**config.mk**
```make
export PLATFORM = sky130hd
export DESIGN_NAME = obstacle_fall_control
export DESIGN_NICKNAME = d
export VERILOG_FILES = /design/src/rtl/obstacle_fall_control.sv
export SDC_FILE = /design/constraint.sdc
export NUM_CORES = 1
export LEC_CHECK = 0
export CAP_MARGIN = 5
export CORE_MARGIN = 10
export CORE_UTILIZATION = 52
export CTS_BUF_LIST = sky130_fd_sc_hd__clkbuf_2 sky130_fd_sc_hd__clkbuf_4 sky130_fd_sc_hd__clkbuf_8
export DETAILED_ROUTE_END_ITERATION = 16
export HOLD_SLACK_MARGIN = 0.02
export PLACE_DENSITY_LB_ADDON = 0.08
export SYNTH_ARGS = -nofsm -noshare
export SYNTH_HDL_FRONTEND = slang
export SYNTH_SLANG_ARGS = --single-unit
```
**constraint.sdc**
```tcl
create_clock -name clk -period 2.52 [get_ports clk]
set_input_delay 0.756 -clock clk [delete_from_list [all_inputs] [get_ports clk]]
set_output_delay 0.756 -clock clk [all_outputs]
set_load 0.01 [all_outputs]
```
**src/rtl/obstacle_fall_control.sv**
```systemverilog
// obstacle_fall_control
// Drops one object at a time toward the player box. It checks each falling
// object against the live box position and keeps the score and lives.
// All outputs are registered and change only on game ticks. The two
// exceptions are the LFSR, which runs every clk, and the one-clk event
// pulses, which clear on the next clk.
module obstacle_fall_control #(
  parameter logic [9:0] BOX_WIDTH   = 10'd30,
  parameter logic [9:0] BOX_Y       = 10'd440,
  parameter logic [9:0] BOX_HEIGHT  = 10'd20,
  parameter logic [9:0] OBJ_SIZE    = 10'd16,
  parameter logic [9:0] FALL_STEP   = 10'd4,
  parameter logic [7:0] SPAWN_DELAY = 8'd8,
  parameter logic [1:0] START_LIVES = 2'd3,
  parameter logic [9:0] LFSR_SEED   = 10'h155
) (
  input  logic       clk,
  input  logic       rst,
  input  logic       game_en,
  input  logic [9:0] box_x,
  input  logic       restart,
  output logic [9:0] obj_x,
  output logic [9:0] obj_y,
  output logic       obj_active,
  output logic [7:0] score,
  output logic [1:0] lives,
  output logic       game_over,
  output logic       hit_pulse,
  output logic       miss_pulse
);

  typedef enum logic [1:0] {
    ST_WAIT      = 2'd0,
    ST_FALLING   = 2'd1,
    ST_GAME_OVER = 2'd2
  } state_t;

  localparam logic [10:0] SCREEN_H = 11'd480;
  localparam logic [9:0]  SPAWN_X_MAX = 10'd640 - OBJ_SIZE;

  state_t      state_r, state_nxt_s;
  logic [7:0]  wait_cnt_r, wait_cnt_nxt_s;
  logic [9:0]  lfsr_r;
  logic [9:0]  spawn_x_s;
  logic        overlap_s;
  logic        floor_s;
  logic        spawn_now_s;

  logic [9:0]  obj_x_nxt_s, obj_y_nxt_s;
  logic        obj_active_nxt_s;
  logic [7:0]  score_nxt_s;
  logic [1:0]  lives_nxt_s;
  logic        game_over_nxt_s;
  logic        hit_nxt_s, miss_nxt_s;

  // Rectangle intersection test in 11 bits so that the sums cannot wrap.
  function automatic logic rect_overlap(input logic [9:0] ox, input logic [9:0] oy,
                                        input logic [9:0] bx);
    logic [10:0] ox_w, oy_w, bx_w;
    ox_w = {1'b0, ox};
    oy_w = {1'b0, oy};
    bx_w = {1'b0, bx};
    rect_overlap = ((oy_w + {1'b0, OBJ_SIZE}) > {1'b0, BOX_Y}) &&
                   (oy_w < ({1'b0, BOX_Y} + {1'b0, BOX_HEIGHT})) &&
                   ((ox_w + {1'b0, OBJ_SIZE}) > bx_w) &&
                   (ox_w < (bx_w + {1'b0, BOX_WIDTH}));
  endfunction

  assign overlap_s   = rect_overlap(obj_x, obj_y, box_x);
  assign floor_s     = (({1'b0, obj_y} + {1'b0, OBJ_SIZE} + {1'b0, FALL_STEP}) > SCREEN_H);
  assign spawn_now_s = (wait_cnt_r == (SPAWN_DELAY - 8'd1));
  // Values above the last legal column fold down by 512 and land in 0..511.
  assign spawn_x_s   = (lfsr_r <= SPAWN_X_MAX) ? lfsr_r : (lfsr_r - 10'd512);

  // LFSR free-runs every clk (x^10 + x^7 + 1) so spawn columns differ between rounds.
  always_ff @(posedge clk or posedge rst) begin
    if (rst) begin
      lfsr_r <= LFSR_SEED;
    end else begin
      lfsr_r <= {lfsr_r[8:0], lfsr_r[9] ^ lfsr_r[6]};
    end
  end

  // State register.
  always_ff @(posedge clk or posedge rst) begin
    if (rst) begin
      state_r <= ST_WAIT;
    end else begin
      state_r <= state_nxt_s;
    end
  end

  // Next-state logic, advancing only on game ticks.
  always_comb begin
    state_nxt_s = state_r;
    if (game_en) begin
      case (state_r)
        ST_WAIT: begin
          if (spawn_now_s) state_nxt_s = ST_FALLING;
          else             state_nxt_s = ST_WAIT;
        end
        ST_FALLING: begin
          if (overlap_s)                state_nxt_s = ST_WAIT;
          else if (floor_s && (lives == 2'd1)) state_nxt_s = ST_GAME_OVER;
          else if (floor_s)             state_nxt_s = ST_WAIT;
          else                          state_nxt_s = ST_FALLING;
        end
        ST_GAME_OVER: begin
          if (restart) state_nxt_s = ST_WAIT;
          else         state_nxt_s = ST_GAME_OVER;
        end
        default: state_nxt_s = ST_WAIT;
      endcase
    end else begin
      state_nxt_s = state_r;
    end
  end

  // Next values of the datapath and output registers for the current tick.
  always_comb begin
    wait_cnt_nxt_s   = wait_cnt_r;
    obj_x_nxt_s      = obj_x;
    obj_y_nxt_s      = obj_y;
    obj_active_nxt_s = obj_active;
    score_nxt_s      = score;
    lives_nxt_s      = lives;
    game_over_nxt_s  = game_over;
    hit_nxt_s        = 1'b0;
    miss_nxt_s       = 1'b0;
    if (game_en) begin
      case (state_r)
        ST_WAIT: begin
          if (spawn_now_s) begin
            obj_x_nxt_s      = spawn_x_s;
            obj_y_nxt_s      = 10'd0;
            obj_active_nxt_s = 1'b1;
            wait_cnt_nxt_s   = 8'd0;
          end else begin
            wait_cnt_nxt_s   = wait_cnt_r + 8'd1;
          end
        end
        ST_FALLING: begin
          if (overlap_s) begin
            // A catch wins over a floor miss on the same tick.
            hit_nxt_s        = 1'b1;
            obj_active_nxt_s = 1'b0;
            if (score != 8'd255) score_nxt_s = score + 8'd1;
            else                 score_nxt_s = score;
          end else if (floor_s) begin
            miss_nxt_s       = 1'b1;
            obj_active_nxt_s = 1'b0;
            lives_nxt_s      = lives - 2'd1;
            if (lives == 2'd1) game_over_nxt_s = 1'b1;
            else               game_over_nxt_s = game_over;
          end else begin
            obj_y_nxt_s      = obj_y + FALL_STEP;
          end
        end
        ST_GAME_OVER: begin
          if (restart) begin
            score_nxt_s      = 8'd0;
            lives_nxt_s      = START_LIVES;
            game_over_nxt_s  = 1'b0;
            wait_cnt_nxt_s   = 8'd0;
            obj_active_nxt_s = 1'b0;
          end else begin
            game_over_nxt_s  = 1'b1;
            obj_active_nxt_s = 1'b0;
            lives_nxt_s      = 2'd0;
          end
        end
        default: begin
          wait_cnt_nxt_s   = 8'd0;
          obj_active_nxt_s = 1'b0;
        end
      endcase
    end else begin
      wait_cnt_nxt_s = wait_cnt_r;
    end
  end

  // Datapath and output registers; the pulses clear on every clk without a new event.
  always_ff @(posedge clk or posedge rst) begin
    if (rst) begin
      wait_cnt_r <= 8'd0;
      obj_x      <= 10'd0;
      obj_y      <= 10'd0;
      obj_active <= 1'b0;
      score      <= 8'd0;
      lives      <= START_LIVES;
      game_over  <= 1'b0;
      hit_pulse  <= 1'b0;
      miss_pulse <= 1'b0;
    end else begin
      wait_cnt_r <= wait_cnt_nxt_s;
      obj_x      <= obj_x_nxt_s;
      obj_y      <= obj_y_nxt_s;
      obj_active <= obj_active_nxt_s;
      score      <= score_nxt_s;
      lives      <= lives_nxt_s;
      game_over  <= game_over_nxt_s;
      hit_pulse  <= hit_nxt_s;
      miss_pulse <= miss_nxt_s;
    end
  end

endmodule

```
**Word-level counts from Yosys, hierarchy flattened**

Index checks and enable logic that the tools add are counted.

- Bitwise logic cells: 2
- Reductions and logical operators: 14
- Equality and inequality tests: 14
- $lt $le $gt $ge: 6
- Add/sub/neg operators: 9
- Multiplexer cells: 37

Operators with widths:

| cell | count |
|---|---|
| $mux W10 | 4 |
| $add A10 B5 Y11 const B | 3 |
| $mux W8 | 4 |
| $pmux W8 S3 | 1 |
| $gt A11 B9 Y1 const B | 2 |
| $pmux W10 S2 | 1 |
| $add A8 B1 Y8 const B | 2 |
| $mux W1 | 16 |
| $ne A2 B2 Y1 const B | 8 |
| $pmux W8 S2 | 1 |
| $reduce_and A5 Y1 | 3 |
| $mux W2 | 6 |
| $add A11 B3 Y11 const B | 1 |
| $gt A11 B10 Y1 | 1 |
| $lt A10 B11 Y1 | 1 |
| $add A10 B3 Y10 const B | 1 |
| $le A10 B10 Y1 const B | 1 |
| $lt A10 B9 Y1 const B | 1 |
| $sub A10 B10 Y10 const B | 1 |
| $reduce_and A3 Y1 | 3 |
| $eq A8 B3 Y1 const B | 1 |
| $ne A8 B8 Y1 const B | 1 |
| $pmux W2 S3 | 1 |
| $eq A2 B1 Y1 const B | 2 |
| other kinds (11) | 16 |

- Logic and storage cells: 93
- Input port bits: 14
- Flip-flop bits (word level): 54
- Output and inout port bits: 34

**Longest topological paths before layout**

- Depth after elaboration: 8
- Mapped depth: 15
- Gate-level depth less buffers: 14

**Least setup slack after synthesis**

OpenSTA, ideal clock, no wires.

- Path type: in2reg
- Start: input port box_x[1]
- End: register score[3]
- Library setup time: 0.077 ns
- Cell stages on the path: 15
- Setup slack: -0.819 ns
- Arrival time: 3.261 ns
- Data required time: 2.443 ns
- Path buffers: 1
- Path through: inv_1 ha_1 nand3_1 and3_1 nand3_1 xnor2_1 ha_1 a21oi_1 o211ai_1 a2bb2oi_2 nand3_2 and2_4 buf_6 or4_1 a21oi_1

- Longest elaborated chain between the ends: 5
- Elaborated cells between the ends (all ways): 7
- Classes of those cells: add/sub (1); order compare (2); eq/ne (1); reduce/logical (3)

Ends and longest elaborated chain:

| element | line | text |
|---|---|---|
| from (decl) | 20 | `input logic [9:0] box_x,` |
| $add A10 B5 Y11 / $gt A11 B10 Y1 (equally long branches) | 66, 65 |  |
| $lt A10 B11 Y1 / $logic_and A1 B1 Y1 (equally long branches) | 66, 64 |  |
| $logic_and A1 B1 Y1 (*) | 65 | `((ox_w + {1'b0, OBJ_SIZE}) > bx_w) &&` |
| $ne A2 B2 Y1 (no line) (*) | n/a |  |
| $reduce_and A5 Y1 (no line) (*) | n/a |  |
| to (signal assigned) | 199 | `score <= score_nxt_s;` |
| to (decl) | 25 | `output logic [7:0] score,` |

Mark *: on every way between the ends. The rest lies on a longest branch, timed or not.
A chain may end at the register's enable or synchronous reset.

**Worst setup path in the final report**

Ends and elaborated chain as after synthesis.

==> summary.md <==
| Metric | Value |
|---|---|
| Die H | around 100 µm |
| Mapped cell area | between 3000 and 4000 µm² |
| Fin. max-slew vios | 0 |
| Synth warnings | 0 |
| VDD IR max | approximately 0.52 mV |
| Power Density | 517 nW/µm² |
| Metal1 wirelength | between 4 and 5 mm |
| Final setup fails | 24 |
| Pre-CTS WS | -1.37 ns |
| Highest fanout seen on the critical path | 7 |
| Startpoint types | input pin |
| Synth Flop Type | dfrtp_1 |
| Hold path depth | 0 |
| NetSw | approximately 900 µW |
| FF-to-FF Start | obj_x[4]$_DFFE_PP0P_ |
| Initial antenna violation count | 0 |
| Highest Signal Layer | met4 |
| Boundary Pins | 48 |
| Detail Placement HPWL | about 6.5 mm |
| Largest net degree at the start of global routing | 53 |
| RR Endpoint | score[3]$_DFFE_PP0P_ |
| First-pass GRT wire length | 14.6 mm |
| Ant. Diodes | 0 |
| WL met2 | about 4.4 mm |
| Max-cap violations | 0 |
| Sequential-to-total area share from yosys stat | 0.379 |
| P&R area growth vs syn | 40.0% |
| Post-synth EDFFs | 0 |
| DRT antenna net count | 0 |
| Syn Inst Count | 374 |
| Vias | 3,180 |
| Flop pwr share | 0.418 |
| Min Tclk post-route | 3.19 ns |
| Synth Register Bits | between 50 and 60 |
| Worst skew pair latency | between 0.3 and 0.4 ns |
| Detail-routed via count per cell | between 5 and 6 |
| Placed Area | approximately 4400 µm² |
| RePlAce Congestion | 0.875 |
| Sw Ratio | 0.357 |
| Row count | 29 |
| Max Clk Rate | between 0.3 and 0.4 GHz |
| Iteration count of the initial detailed-routing pass | 4 |
| Global route overflow | 0 |
| Worst setup margin | -0.671 ns |
| Crit-path cells | buf_8 -> buf_6 -> inv_4 -> ha_4 -> nand3_4 -> and3_4 -> buf_6 -> xnor2_2 -> ha_2 -> a21o_1 -> a21oi_2 -> o211ai_1 -> a2bb2oi_2 -> nand3_2 -> and2_4 -> or4_4 -> a21oi_2 |
| Worst setup EP type | flop |
| Arrival time worst endpoint | 3.43 ns |
| Reg2Reg Depth | 13 |
| Failing checks | negative setup slack |
| Count of unique library cells instantiated by Yosys | between 60 and 70 |
| Hold Path Origin | lfsr_r[3]$_DFF_PP0_ |
| Nets@finish | approximately 530 |
| CTS tree | built |
| Final Skew | roughly 0.012 ns |
| Port bufs | 45 |
| P_leak | about 0.0023 µW |
| Clock transition at path regs | around 0.10 ns |
| Crit-path max cell delay | about 0.4 ns |
| Met3 wire len | ~500 µm |
| Gr usage total | 0.168 |
| WP data required | 2.76 ns |
| Die Area | around 10,000 µm² |
| Die width | approximately 100 µm |
| Vias in the first global route | around 3.1k |
| Pwr Total | around 2500 µW |
| WHS | roughly 0.41 ns |
| Initial DRC Count | about 140 |
| Clock buffer depth | 2 |
| Hold endpoint | lfsr_r[4]$_DFF_PP1_ |
| CP Class | in -> reg |
| Layout cells sized above 1 | 0.312 |
| DR DRC count | 0 |
| P_int | roughly 1600 µW |
| Clk sinks | 52 |
| Drt wl/cell | between 15 and 20 µm |
| Reg2reg setup slack | -0.52 ns |
| Core ar. | around 6400 µm² |
| Outcome | complete, but fails checks |
| Fillers | 442 |
| Unrepaired setup endpoints after global routing | true |
| Min-Delay Path Class | reg -> reg |
| Synth Area per Inst | about 9.2 µm² |
| Clock root buffer | clkbuf_8 |
| Ys async rst share | 1.00 |
| WL final | 9.11 mm |
| Final period util | 1.27 |
| Initial core utilization | 0.541 |
| Post-Layout Inst Area | slightly below 5000 µm² |
| H-Tree Depth | 2 |
| Comb power frac | 0.384 |
| CTS buffer count | 5 |
| Clock share of power | 0.198 |
| Hold Fails Final Rpt | 0 |
| Worst path slowest cell | or4_4 |
[cells in the final DEF (no fill, tap or decap), types with 5 or more instances in the layout]
| master | netlist | final |
|---|---|---|
| dfrtp_1 | 45 | 45 |
| a21oi_1 | 18 | 10 |
| a21oi_2 | 0 | 7 |
| nand2_1 | 50 | 46 |
| dfstp_2 | 7 | 7 |
| nor2_1 | 20 | 18 |
| ha_1 | 31 | 29 |
| xor2_1 | 7 | 7 |
| inv_1 | 23 | 16 |
| buf_6 | 2 | 10 |
| clkdlybuf4s50_1 | 0 | 37 |
| clkbuf_8 | 3 | 5 |
| buf_4 | 3 | 55 |
| a31oi_1 | 6 | 5 |
| nand2b_1 | 7 | 6 |
| inv_2 | 1 | 6 |
| o21ai_0 | 13 | 9 |
| and3_1 | 8 | 7 |
| nand3_1 | 24 | 20 |
| nand4_1 | 5 | 5 |
| a21o_1 | 7 | 7 |
| xnor2_1 | 16 | 14 |
[flip-flops by register name (all words and copies together), names as in the netlist]
signal,count
lfsr_r,10
obj_x,10
obj_y,8
score,8
wait_cnt_r,8
lives,2
state_r,2
game_over,1
hit_pulse,1
miss_pulse,1
obj_active,1
[cell families after synthesis]
group | share of synthesized area
and+or+nand+nor | 0.227
AOI/OAI and AO/OA | 0.153
DFF | 0.379
buffers and inverters | 0.0576
adders and majority gates | 0.112
xor gates and xnor gates | 0.0583
muxes | 0.0119
other | 0.00109
[power by group through the flow]
| stage | Sequential [µW] | Clock, µW | Combinational, µW |
|---|---|---|---|
| 2_1_floorplan | 1080 | 0 | 445 |
| 3_3_place_gp | 1050 | 0 | 852 |
| 3_5_place_dp | 1050 | 0 | 872 |
| 4_1_cts | 1040 | 510 | 927 |
| 5_1_grt | 1060 | 547 | 1050 |
| 6_report | 1040 | 496 | 960 |
[critical path: cells and delay by family]
family	cells	cell delay, ns
AND/OR/NAND/NOR	5	0.98
XOR/XNOR	1	0.12
AO/OA/AOI/OAI	5	0.89
buffers and inverters	4	0.37
adder cells (fa/ha/maj)	2	0.31
[per-layer routing]
metal  global-route usage  vias up
met2                0.272       82
met5                    0        -
met3               0.0361       10
li1                     -     1546
met4               0.0493        0
met1                0.221     1542
[area by class of cell]
class                           count  area [µm²]  area share
Timing Repair Buffer              111         991       0.205
Multi-Input combinational cell    286        2250       0.465
Sequential cell                    52        1310       0.271
Clock buffer                        5        68.8      0.0142
Inverter                           24        95.1      0.0197
Clock inverter                      3        27.5     0.00569
Tap cell                           77        96.3      0.0199
[synth_stat cells (all sizes together) (8+ instances only)]
cell type / count / area [µm²]
xnor2: 16 / 140
inv: 24 / 90.1
and3: 10 / 68.8
ha: 31 / 388
nor2: 20 / 75.1
nand2: 51 / 194
a21oi: 18 / 90.1
dfrtp: 45 / 1130
clkbuf: 8 / 63.8
o21ai: 13 / 65.1
nand3: 25 / 130
[through the flow]
stage          std cells   util  setup TNS (ns)
3_5_place_dp         542  0.689          -28.61
6_report             558  0.757          -12.79
2_1_floorplan        375      -           -8.76
4_1_cts              556  0.736          -12.44
3_3_place_gp         542  0.689          -26.48
5_1_grt              558  0.757          -15.66
[repair_timing]
item,in CTS,in global routing
buffers inserted,7,3
endpoints found under the setup margin,24,24
resized for setup,57,32
pin swaps,34,20
hold buffers,0,0
[worst max path at each step]
stage / from / to / slack (ns)
after floorplan: box_x[2] / score[7]$_DFFE_PP0P_ / -0.58
after global placement: box_x[2] / obj_y[7]$_DFFE_PP0P_ / -1.25
after detailed placement: box_x[2] / obj_y[7]$_DFFE_PP0P_ / -1.37
after CTS: box_x[1] / score[7]$_DFFE_PP0P_ / -0.66
after global routing: box_x[1] / score[3]$_DFFE_PP0P_ / -0.79
final: box_x[1] / score[3]$_DFFE_PP0P_ / -0.67
(Power assumes the default switching activity.)
==> variant 1 (same settings) <==
Register the input `box_x` before use. The logic sees it one clock later. The other inputs are not delayed to match.
--- a/src/rtl/obstacle_fall_control.sv
+++ b/src/rtl/obstacle_fall_control.sv
@@ -40,2 +40,8 @@
 
+  logic [9:0] box_x_q;
+
+  always_ff @(posedge clk) begin
+    box_x_q <= box_x;
+  end
+
   state_t      state_r, state_nxt_s;
@@ -68,3 +74,3 @@
 
-  assign overlap_s   = rect_overlap(obj_x, obj_y, box_x);
+  assign overlap_s   = rect_overlap(obj_x, obj_y, box_x_q);
   assign floor_s     = (({1'b0, obj_y} + {1'b0, OBJ_SIZE} + {1'b0, FALL_STEP}) > SCREEN_H);
Formal check against the unedited RTL: no difference found for any inputs over 10 cycles, from zero or initial values and one cycle with rst high; that may be too few to reach the edited logic, so the function may still have changed.
==> variant 1 against the unedited design <==
- the run still ends with negative setup slack left
- wire length rose by 2.6%
- core utilization is 0.22 points higher
- cell area is 8.5% higher
- via count up 4.6%
- global-route usage down 0.11 points
- sequential cell count is 10 higher
- area after synthesis rose by 8.2%
- non-clock buffer count increased by 8
- setup slack better by 0.31 ns
- worst hold slack worse by 0.0039 ns
Power is not compared: it rests on default switching activity, and its combinational part moved more than twofold at a synthesized area within 25%.
==> variant 1: results (changes against the unedited design) <==
initial antenna violation count 0 (unchanged); Final WS setup -0.363 ns (was -0.671 ns); Synth async-reset ratio 0.839 (was 1.00); synth cell count leaders dfrtp_1 (45), ha_1 (31), nand2_1 (29) (was nand2_1 (50), dfrtp_1 (45), ha_1 (31)); Final HPWL DP 6.95 mm (was 6.53 mm); Final Skew 0.0138 ns (was 0.0118 ns); H-tree levels 3 (was 2); Worst-Skew Late Latency 0.34 ns (was 0.31 ns); pin count of the biggest net entering global routing 53 (unchanged); Max FO, Critical Path 5 (was 7); Inst Count DP 585 (was 542); Hold Path Stages 0 (unchanged); total CTS buffers 9 (was 5); Ant. Diodes 0 (unchanged); largest registers box_x_q (10), lfsr_r (10), obj_x (10) (was lfsr_r (10), obj_x (10)); clock tree buffer depth 2 (unchanged); Nets 550 (was 525); Root Buffer Master clkbuf_8 (unchanged); sequential element share of the synthesized area 0.404 (was 0.379); Worst Hold Class reg2reg (unchanged); layout cells sized above 1 0.320 (was 0.312); first-pass GRT wire length 15.7 mm (was 14.6 mm); main area contributors after synthesis dfrtp_1 (30%), ha_1 (10%), dfxtp_1 (5.4%) (was dfrtp_1 (33%), ha_1 (11%), nand2_1 (5.4%)); vias in the first global route 3359 (was 3145); count leader, synth dfrtp_1 (was nand2_1); routability congestion estimate 0.856 (was 0.875); First-pass DRT Iterations 4 (unchanged); crit path launch type flop (was primary input); Max rail drop VDD 542 µV; Routed WL 9.34 mm (was 9.11 mm); Reg2Reg Depth 14 (was 13); total number of vias 3325 (was 3180); status finished with violations (unchanged); Setup-failing EPs final 23 (was 24); failing checks negative setup slack (unchanged); WHS 0.401 ns (was 0.405 ns); total global routing track utilization 0.167 (was 0.168); Yosys Warn Count 0 (unchanged); clock slew at reported path FFs 0.07 ns (was 0.10 ns); # port buffers 45 (unchanged); DRT iter0 DRCs 116 (was 135); Reg-to-Reg Start box_x_q[2]$_DFF_P_ (was obj_x[4]$_DFFE_PP0P_); Synth Area per Inst 9.59 µm² (was 9.24 µm²); Post-synth top flop dfrtp_1 (unchanged); Leakage 2.38 nW; Worst Path Arrival 3.10 ns (was 3.43 ns); min-delay src lfsr_r[1]$_DFF_PP0_ (was lfsr_r[3]$_DFF_PP0_); post-synthesis cell type count 66 (was 65); DP Area 0.00491 mm² (was 0.00440 mm²); Least-Margin Pin Slew 0.491 ns; Via density 5.49 (was 5.70)
-- variant 1: cell type report --
type	count	area, µm²
repair buffers	119	1050
clock inverters	5	33.8
fillers	503	1660
well taps	96	120
clock buffers	11	145
multi-input cells	290	2290
inverters	23	86.3
flip-flops and latches	62	1520
-- variant 1: final timing paths --
kind,endpoint
min,lfsr_r[2]$_DFF_PP1_
max,obj_y[7]$_DFFE_PP0P_
max reg2reg,obj_y[7]$_DFFE_PP0P_
min in group asynchronous,obj_x[2]$_DFFE_PP0P_
min reg2reg,lfsr_r[2]$_DFF_PP1_
max in group asynchronous,lives[1]$_DFFE_PP1P_
-- variant 1: critical path, stage by stage, from the launching register on --
cell and delay, ns:
dfxtp_2 0.34, nor4_4 0.35, nand2b_4 0.20, xnor2_2 0.07, ha_4 0.29, nand4_1 0.11
a21oi_2 0.15, o2111ai_2 0.14, a32oi_2 0.22, nor4_4 0.07, buf_4 0.16, nor3_4 0.20
buf_6 0.16, a21oi_2 0.05, a211o_1 0.27
-- variant 1: where the power goes --
| part | switching [W] | leakage [nW] | internal, W |
|---|---|---|---|
| combinational | 0.00119 | 1.56 | 0.00124 |
| clock | 0.000398 | 0.0891 | 0.000394 |
| sequential | 0.000192 | 0.731 | 0.00117 |
| total | 0.00178 | 2.38 | 0.00281 |
-- variant 1: per-layer routing --
layer,global-route usage,wire length [µm]
met2,0.273,4480
met5,0,0
met1,0.206,4260
met3,0.0473,414
met4,0.0598,178
-- variant 1: kinds of logic (layout without fill, tap and decap cells) --
| kind of cell | count (synthesis) | after routing | share of synthesized area |
|---|---|---|---|
| simple gates | 142 | 142 | 0.215 |
| other cells | 1 | 2 | 0.00100 |
| flops | 62 | 62 | 0.404 |
| xor+xnor | 16 | 16 | 0.0375 |
| buf+inv | 39 | 158 | 0.0455 |
| compound gates | 87 | 87 | 0.158 |
| mux | 12 | 12 | 0.0355 |
| fa+ha+maj | 31 | 31 | 0.104 |
-- variant 1: metrics by stage --
| step | worst slack [ns] | setup TNS (ns) |
|---|---|---|
| global route | -0.496 | -8.80 |
| floorplan | -0.230 | -1.57 |
| finish | -0.363 | -5.66 |
| detailed placement | -0.370 | -6.00 |
| global placement | -0.343 | -5.39 |
| CTS | -0.347 | -5.49 |
-- variant 1: timing repair --
item                                    4_1_cts  5_1_grt
pin swaps                                     0       15
gates resized for setup                       4       20
endpoints found under the setup margin       22       24
buffers inserted                              3        1
cloned                                        0        1
==> variant 2 (same flow settings) <==
Made on the original files. `BOX_HEIGHT`: 10'd20 -> 10'd10.
--- a/src/rtl/obstacle_fall_control.sv
+++ b/src/rtl/obstacle_fall_control.sv
@@ -9,3 +9,3 @@
   parameter logic [9:0] BOX_Y       = 10'd440,
-  parameter logic [9:0] BOX_HEIGHT  = 10'd20,
+  parameter logic [9:0] BOX_HEIGHT  = 10'd10,
   parameter logic [9:0] OBJ_SIZE    = 10'd16,
Check against the original RTL: same outputs for any inputs over 10 cycles, from zero or initial values and one cycle with rst high; that may be too few to reach the edited logic, so the function may still have changed.
==> variant 2 against the unedited design <==
- the flow still finishes with violations (negative setup slack)
- total power shrank 6.6%
- area after synthesis shrank 1.2%
- die area shrank 0.95%
- sequential share of layout area grew 0.76 points
- wire length grew 0.68%
- sequential cell count is the same
- global-route usage grew 0.97 points
- cell area shrank 2.7%
- setup slack gained 0.055 ns
- fmax grew 1.8%
- non-clock buffer count shrank 6
- worst hold slack is essentially flat
==> variant 2: results (changes against the unedited design) <==
status finished with violations (unchanged); Via density 5.68 (was 5.70); layout cells sized above 1 0.251 (was 0.312); Final Skew 0.00537 ns (was 0.0118 ns); Yosys Warn Count 0 (unchanged); Setup TNS -12.41 ns (was -12.79 ns); H-tree levels 2 (unchanged); total CTS buffers 5 (unchanged); clock tree buffer depth 2 (unchanged); Max rail drop VDD 440 µV (was 522 µV); main area contributors after synthesis dfrtp_1 (33%), ha_1 (11%), nand2_1 (6.7%) (was dfrtp_1 (33%), ha_1 (11%), nand2_1 (5.4%)); Least-Margin Pin Slew 0.750 ns; Worst-Skew Late Latency ~0.30 ns; Hold Path Stages 0 (unchanged); Synth async-reset ratio 1.00 (unchanged); initial antenna violation count 0 (unchanged); vias in the first global route 3233 (was 3145); Worst Hold Class reg2reg (unchanged); Post-synth top flop dfrtp_1 (unchanged); total global routing track utilization 0.178 (was 0.168); slowest CP cell a211o_2 (was or4_4); routability congestion estimate 0.856 (was 0.875); largest registers lfsr_r (10), obj_x (10) (unchanged); post-synthesis cell type count 62 (was 65); Worst Path Arrival 3.37 ns (was 3.43 ns); Final WS setup -0.616 ns (was -0.671 ns); failing checks negative setup slack (unchanged); # port buffers 45 (unchanged); Setup-failing EPs final 24 (unchanged); Ant. Diodes 0 (unchanged); first-pass GRT wire length 15.1 mm (was 14.6 mm); clock slew at reported path FFs 0.09 ns; critical path's top delay family compound AO/OA/AOI/OAI gates (was simple AND/OR/NAND/NOR gates); Nets 537 (was 525); Root Buffer Master clkbuf_8 (unchanged); DRT iter0 DRCs 167 (was 135); Max FO, Critical Path 5 (was 7); Final HPWL DP 6.85 mm (was 6.53 mm); sequential element share of the synthesized area 0.384 (was 0.379); Leakage 2.16 nW (was 2.26 nW); pin count of the biggest net entering global routing 46 (was 53); First-pass DRT Iterations 5 (was 4); Reg2Reg Depth 12 (was 13); Slowest Stage Delay on Critical Path 0.39 ns (was 0.41 ns); Routed WL 9.17 mm (was 9.11 mm); synth cell count leaders nand2_1 (61), dfrtp_1 (45), ha_1 (30), o21ai_0 (30), nor2_1 (28) (was nand2_1 (50), dfrtp_1 (45), ha_1 (31))
[variant 2: changes by cell type in the layout (fill, tap and decap cells not counted), moves of 5 or more]
cell,delta
nand2_1,+15
o21ai_0,+12
nor2_1,+7
o21ai_1,+7
buf_6,-5
[variant 2: report_power, final]
| part | internal (W) | total [W] | leakage (nW) | switching, W |
|---|---|---|---|---|
| clock network | 0.000325 | 0.000598 | 0.0614 | 0.000273 |
| logic | 0.000391 | 0.000766 | 1.42 | 0.000375 |
| registers | 0.000887 | 0.000973 | 0.669 | 0.0000862 |
| total | 0.00160 | 0.00234 | 2.16 | 0.000734 |
[variant 2: cells by family (layout without fill, tap and decap cells)]
group | Yosys count | after routing | share of synthesized area
other cells | 1 | 2 | 0.00110
mux | 2 | 2 | 0.00586
buf+inv | 40 | 139 | 0.0487
compound gates | 88 | 88 | 0.167
xor+xnor | 19 | 19 | 0.0487
simple gates | 162 | 162 | 0.235
flops | 52 | 52 | 0.384
fa+ha+maj | 30 | 30 | 0.110
[variant 2: per-layer routing]
layer  vias to the layer above  wire length, µm  share of wire  track usage
met4                         0              153          0.017       0.0611
li1                       1596                -              -            -
met1                      1544             3720           0.41        0.215
met2                        93             4670           0.51        0.304
met3                        13              621          0.068       0.0391
met5                         -                0              0            0
[variant 2: final cells by class]
type	instances	area (µm²)
Fill cell	493	1650
Multi-Input combinational cell	303	2110
Timing Repair Buffer	105	947
Clock buffer	6	82.6
Tap cell	77	96.3
Clock inverter	2	38.8
Sequential cell	52	1310
Inverter	26	120
[variant 2: path summary, 6_finish.rpt]
check / from / end / slack, ns
max in group asynchronous: rst / lfsr_r[8]$_DFF_PP1_ / 1.31
hold reg to reg: lfsr_r[7]$_DFF_PP0_ / lfsr_r[8]$_DFF_PP1_ / 0.41
hold / removal: lfsr_r[7]$_DFF_PP0_ / lfsr_r[8]$_DFF_PP1_ / 0.41
min in group asynchronous: rst / wait_cnt_r[6]$_DFFE_PP0P_ / 0.66
setup / recovery: box_x[7] / obj_y[2]$_DFFE_PP0P_ / -0.62
setup reg to reg: obj_x[4]$_DFFE_PP0P_ / obj_y[8]$_DFFE_PP0P_ / -0.35
[variant 2: through the flow]
step / cells / area [µm²] / setup slack (ns)
floorplan: 395 / 3480 / -0.589
global placement: 556 / 4370 / -1.44
detailed placement: 556 / 4370 / -1.53
CTS: 569 / 4640 / -0.628
global route: 571 / 4700 / -0.693
finish: 571 / 4700 / -0.616
[variant 2: timing repair]
item	4_1_cts	5_1_grt
setup endpoints to repair	24	24
setup buffers	6	2
pin swaps	30	8
endpoints found under the hold margin	0	0
gates resized for setup	69	11
